### config.mk
export PLATFORM = sky130hd
export DESIGN_NAME = stream_demux_1to2
export DESIGN_NICKNAME = d
export VERILOG_FILES = /design/src/rtl/stream_demux_1to2.sv
export SDC_FILE = /design/constraint.sdc
export NUM_CORES = 1
export LEC_CHECK = 0
export BUFFER_PORTS_ARGS = -buffer_cell sky130_fd_sc_hd__buf_2
export CORE_MARGIN = 2
export CORE_UTILIZATION = 49
export DETAILED_ROUTE_END_ITERATION = 16
export PLACE_DENSITY = 0.83
export REMOVE_ABC_BUFFERS = 1
export SLEW_MARGIN = 20
export SYNTH_ARGS = -nofsm -noshare
export SYNTH_HDL_FRONTEND = slang
export SYNTH_SLANG_ARGS = --single-unit
### constraint.sdc
create_clock -name clk -period 1.6 [get_ports clk]
set_input_delay 0.16 -clock clk [delete_from_list [all_inputs] [get_ports clk]]
set_output_delay 0.16 -clock clk [all_outputs]
set_load 0.01 [all_outputs]
### src/rtl/stream_demux_1to2.sv
// rtl/stream_demux_1to2.sv - 1-to-2 stream demultiplexer with a 2-entry FIFO and a delivered-beat counter per port
//
// Purpose:
//   Routes each accepted upstream beat to the output port chosen by in_sel.
//   Each port buffers beats in its own 2-entry FIFO and counts the beats it has
//   delivered. Outputs come from registers, so a beat reaches its port one cycle
//   after it is accepted.
//
// Ports:
//   clk         in   single clock, rising edge
//   rst_n       in   synchronous active-low reset
//   in_valid    in   upstream beat valid
//   in_ready    out  beat accepted this cycle (combinational)
//   in_sel      in   destination port: 0 -> port 0, 1 -> port 1
//   in_data     in   upstream payload [DATA_W]
//   outN_valid  out  port N head entry valid
//   outN_ready  in   port N consumer ready
//   outN_data   out  port N head entry [DATA_W]
//   outN_cnt    out  beats delivered on port N, wraps modulo 2^CNT_W [CNT_W]

module stream_demux_1to2 #(
  parameter int DATA_W = 8,
  parameter int CNT_W  = 16
) (
  input  logic              clk,
  input  logic              rst_n,
  input  logic              in_valid,
  output logic              in_ready,
  input  logic              in_sel,
  input  logic [DATA_W-1:0] in_data,
  output logic              out0_valid,
  input  logic              out0_ready,
  output logic [DATA_W-1:0] out0_data,
  output logic [CNT_W-1:0]  out0_cnt,
  output logic              out1_valid,
  input  logic              out1_ready,
  output logic [DATA_W-1:0] out1_data,
  output logic [CNT_W-1:0]  out1_cnt
);

  logic              accept;
  logic [1:0]        full_w;
  logic [1:0]        out_ready_w;
  logic [1:0]        out_valid_w;
  logic [DATA_W-1:0] out_data_w [2];
  logic [CNT_W-1:0]  out_cnt_w  [2];

  // Only the selected port's fullness gates the input. rst_n is folded in so
  // nothing can be accepted while reset is held.
  assign in_ready    = rst_n && !(in_sel ? full_w[1] : full_w[0]);
  assign accept      = in_valid && in_ready;
  assign out_ready_w = {out1_ready, out0_ready};

  for (genvar p = 0; p < 2; p++) begin : g_port
    logic [DATA_W-1:0] mem_q [2];
    logic              rd_ptr_q, rd_ptr_d;
    logic              wr_ptr_q, wr_ptr_d;
    logic [1:0]        occ_q, occ_d;
    logic [CNT_W-1:0]  cnt_q, cnt_d;
    logic              push;
    logic              pop;

    assign push = accept && (in_sel == 1'(p));
    assign pop  = (occ_q != 2'd0) && out_ready_w[p];

    always_comb begin
      rd_ptr_d = rd_ptr_q;
      wr_ptr_d = wr_ptr_q;
      occ_d    = occ_q;
      cnt_d    = cnt_q;
      if (push) wr_ptr_d = ~wr_ptr_q;
      if (pop) begin
        rd_ptr_d = ~rd_ptr_q;
        cnt_d    = cnt_q + CNT_W'(1);
      end
      // Simultaneous push and pop leaves occupancy unchanged.
      case ({push, pop})
        2'b10:   occ_d = occ_q + 2'd1;
        2'b01:   occ_d = occ_q - 2'd1;
        default: occ_d = occ_q;
      endcase
    end

    // Reset takes priority, so a pop in the reset cycle is never counted.
    always_ff @(posedge clk) begin
      if (!rst_n) begin
        rd_ptr_q <= 1'b0;
        wr_ptr_q <= 1'b0;
        occ_q    <= 2'd0;
        cnt_q    <= '0;
      end else begin
        rd_ptr_q <= rd_ptr_d;
        wr_ptr_q <= wr_ptr_d;
        occ_q    <= occ_d;
        cnt_q    <= cnt_d;
      end
    end

    // Storage carries no reset; stale contents are masked by occupancy.
    always_ff @(posedge clk) begin
      if (push) mem_q[wr_ptr_q] <= in_data;
    end

    assign full_w[p]      = (occ_q == 2'd2);
    assign out_valid_w[p] = (occ_q != 2'd0);
    assign out_data_w[p]  = mem_q[rd_ptr_q];
    assign out_cnt_w[p]   = cnt_q;
  end

  assign out0_valid = out_valid_w[0];
  assign out1_valid = out_valid_w[1];
  assign out0_data  = out_data_w[0];
  assign out1_data  = out_data_w[1];
  assign out0_cnt   = out_cnt_w[0];
  assign out1_cnt   = out_cnt_w[1];

endmodule
==> results.txt <==
----------------------------------------------------
[Setup path]
  Type of destination of the critical path ... register
  Cell-by-cell trace of the critical path ... buf_4 -> o21a_1 -> ha_2 -> or3_4 -> a21oi_2
  CP arrival ... around 1.9 ns
  Max Fanout on Critical Path ... 6
  Critical-path top delay cell ... dfxtp_1
  Kind of launch point of the worst setup path ... register
  Type of the setup path with the least slack ... register to register
  Slowest stage delay, CP ... 0.39 ns
  Endpoint required time on the critical path ... ~1.9 ns

[Placed design]
  Detail Placement HPWL ... 4.12 mm
  Placement-stage worst setup slack ... 0.00310 ns
  Number of cells in the design after placement ... approximately 420
  Instance area after placement ... 0.00361 mm²
  Gp weighted congestion ... 0.759
  Total of buffers placed on input and output ports ... 64

[Clock tree]
  H-Tree Level Count ... 3
  Deepest clock path buffer count ... 2
  CTS Buf Count ... 9
  Setup bufs post-CTS ... 0
  Clock Tree Root ... clkbuf_8
  CTS tree ... built
  Worst-Skew Late Latency ... 0.34 ns
  Clock-pin slew of the registers on the worst-case setup and hold paths ... roughly 0.080 ns
  Clock net sink count ... 74

[Layout]
  Ratio of cells with drive above 1 in the final layout ... 0.382
  Number of nets in the layout ... 377
  Number of standard cells in the layout, taps in and fillers out ... 439
  Number of inserted diodes ... 0
  Post-Layout Inst Area ... 0.00392 mm²
  Number of fillers in the final layout ... 471
  Area added between synthesis and finish ... 26.5%

[GRT]
  GR Layer Usage met2 ... 0.289
  Routing layer with the top usage in global route ... met2
  Global-route wire length before repair ... approximately 9.5 mm
  GRT Total Usage ... 0.169
  Met1 track demand over resource ... 0.204
  Via count of the first global-routing pass ... 2,208
  Met3 routing resource usage after global routing ... 0.0307
  Largest net degree at the start of global routing ... 19
  Initial antenna violation count ... 0
  Total overflow reported by the global router ... 0

[Synthesis]
  Synthesis-stage register bit count ... 74
  Synthesized netlist cell count ... 275
  Portion of synthesized cell area occupied by the leading cell type ... 0.310
  Synth area leaders ... edfxtp_1, dfxtp_1, xnor2_1
  Cell accounting for the most synthesized area ... edfxtp_1
  Seq/Total Area, Yosys ... 0.581
  Count of cell types in the netlist ... 34
  Number of warnings printed during yosys synthesis ... 0
  Post-synthesis instance area ... 0.00310 mm²
  Per-instance average area after synthesis ... 11.3 µm²

[Die]
  Starting utilization of the core area ... 0.514
  Floorplan die width ... 83.5 µm
  Die Footprint ... 0.00698 mm²
  Vertical die dimension ... roughly 84 µm
  Core Box Area ... 0.00603 mm²
  Number of placed I/O pins ... 65
  Standard-cell row count ... 28

[Pwr]
  Power per unit of standard cell area ... 1100 mW/mm²
  Static Leak ... 0.00154 µW
  Peak ir drop on the vdd network ... 0.000710 V

[Detailed routing]
  Number of iterations in the first detailed-routing pass ... 4
  Antenna Nets Post-Route ... 0
  Initial DRC Count ... 136
  Vias after detailed routing ... 2,249
  Per-cell routed wire length ... 13.6 µm
  DRC viols ... 0
  Final wirelength ... around 6.0 mm
  Per-cell via count in the routed design ... between 5 and 6

[STA]
  Smallest setup slack after layout ... 0.0201 ns
  Min Clock Period, post-route ... around 1.6 ns
  Finish-stage setup viols ... 0
  Hold Slack ... 0.0305 ns
  Final Max Tran Viols ... 0
  Setup repair after global routing missed its margin ... yes
  Number of failing hold endpoints at the final stage ... 0
  Fmax ... 0.633 GHz
  Worst-margin pin slew ... 0.417 ns
  Part of the cycle the worst path needs ... 0.987
  Worst clock skew ... 0.00750 ns
  Worst slew margin relative to its limit ... 0.722

[Hold path]
  Hold WC Path Type ... input pin to register

[Run]
  Reported max-cap violation count ... 0

[Run status]
  Result of the run ... finished clean

----------------------------------------------------
## cells in the mapped netlist (all sizes together)
library cell / count
mux2i: 8
xnor2: 23
inv: 7
o211a: 1
a21oi: 5
nor2b: 1
nor2: 42
nand3: 8
ha: 4
nor3: 9
nand2: 19
nand2b: 7
and2: 1
edfxtp: 32
or3: 4
nor4: 7
dfxtp: 42
clkbuf: 5
mux2: 16
o2111ai: 1
o21a: 2
o21ai: 3
xor2: 7
nand4: 7
buf: 5
o211ai: 2
or2: 3
and3: 3
a31o: 1
## where the power goes
group          internal [µW]  switching, µW  total (µW)
Sequential              2050           70.3        2120
Combinational            313            284         598
Clock                    890            694        1580
Total                   3250           1050        4300
## cell type report
class | count | area [µm²] | share of cell area
inverters | 7 | 26.3 | 0.00670
repair buffers | 83 | 463 | 0.118
well taps | 75 | 93.8 | 0.0239
flip-flops and latches | 74 | 1810 | 0.461
multi-input cells | 184 | 1310 | 0.333
clock buffers | 9 | 124 | 0.0316
clock inverters | 7 | 103 | 0.0262
## cell families after synthesis
logic type                 synth area share
buffers and inverters                0.0222
and+or+nand+nor                       0.172
AOI/OAI and AO/OA                    0.0396
DFF                                   0.581
muxes                                0.0840
adders and majority gates            0.0161
xor gates and xnor gates             0.0848
## sequential cells by signal, indices dropped and copies added (netlist names), named ones only
register	cells
out1_cnt	16
out0_cnt	16
g_port.rd_ptr_q	2
g_port.occ_q	4
g_port.mem_q	32
g_port.wr_ptr_q	2
## repair_timing
action | CTS | global route
pin swaps | 0 | 2
endpoints found under the hold margin | 0 | 0
hold buffers | 0 | 0
resized for setup | 3 | 15
setup endpoints to repair | 13 | 6
## worst max-delay path, delay by kind of cell (launching register included)
family / cells / cell delay [ns]
adder cells (fa/ha/maj): 1 / 0.28
AO/OA/AOI/OAI: 2 / 0.28
AND/OR/NAND/NOR: 1 / 0.37
flip-flops: 1 / 0.39
buffers and inverters: 1 / 0.19
## worst paths after layout
path,slack [ns],start,endpoint,cells past startpoint
min reg2reg,0.49,out1_cnt[14],out1_cnt[14],2
max,0.02,g_port[0].occ_q[0],g_port[0].occ_q[1],5
min,0.03,in_data[6],g_port[0].mem_q[0][6],1
max reg2reg,0.02,g_port[0].occ_q[0],g_port[0].occ_q[1],5
## placed cells by master, fill, tap and decap left out, types with 2 or more instances in the layout
master     count
dfxtp_1       38
inv_1          6
clkinv_4       3
a21oi_2        2
dfxtp_2        4
edfxtp_1      32
mux2i_1        8
nor3_1         7
xor2_1         7
nor4_2         3
nor3_2         2
clkbuf_8       9
and3_1         3
buf_2         64
bufinv_16      2
mux2_2        16
buf_4         19
or2_2          3
or3_1          3
a21oi_1        3
nor4_1         4
nand2b_1       7
nor2_1        42
o21ai_0        2
nand2_1       19
xnor2_1       22
nand4_1        6
ha_1           2
o21a_1         2
nand3_1        8
## per-layer routing
layer	part of all wire	wire, µm
met5	0	0
met4	0.020	121
met3	0.043	257
met2	0.50	2980
met1	0.44	2610
## stage by stage
stage	util	setup TNS [ns]	total power (µW)
2_1_floorplan	-	-0.304	2470
3_3_place_gp	0.600	0	2700
3_5_place_dp	0.600	0	2710
4_1_cts	0.638	0	4310
5_1_grt	0.651	-0.0597	4490
6_report	0.651	0	4300
Note: power is estimated with default switching activity, not from simulation.
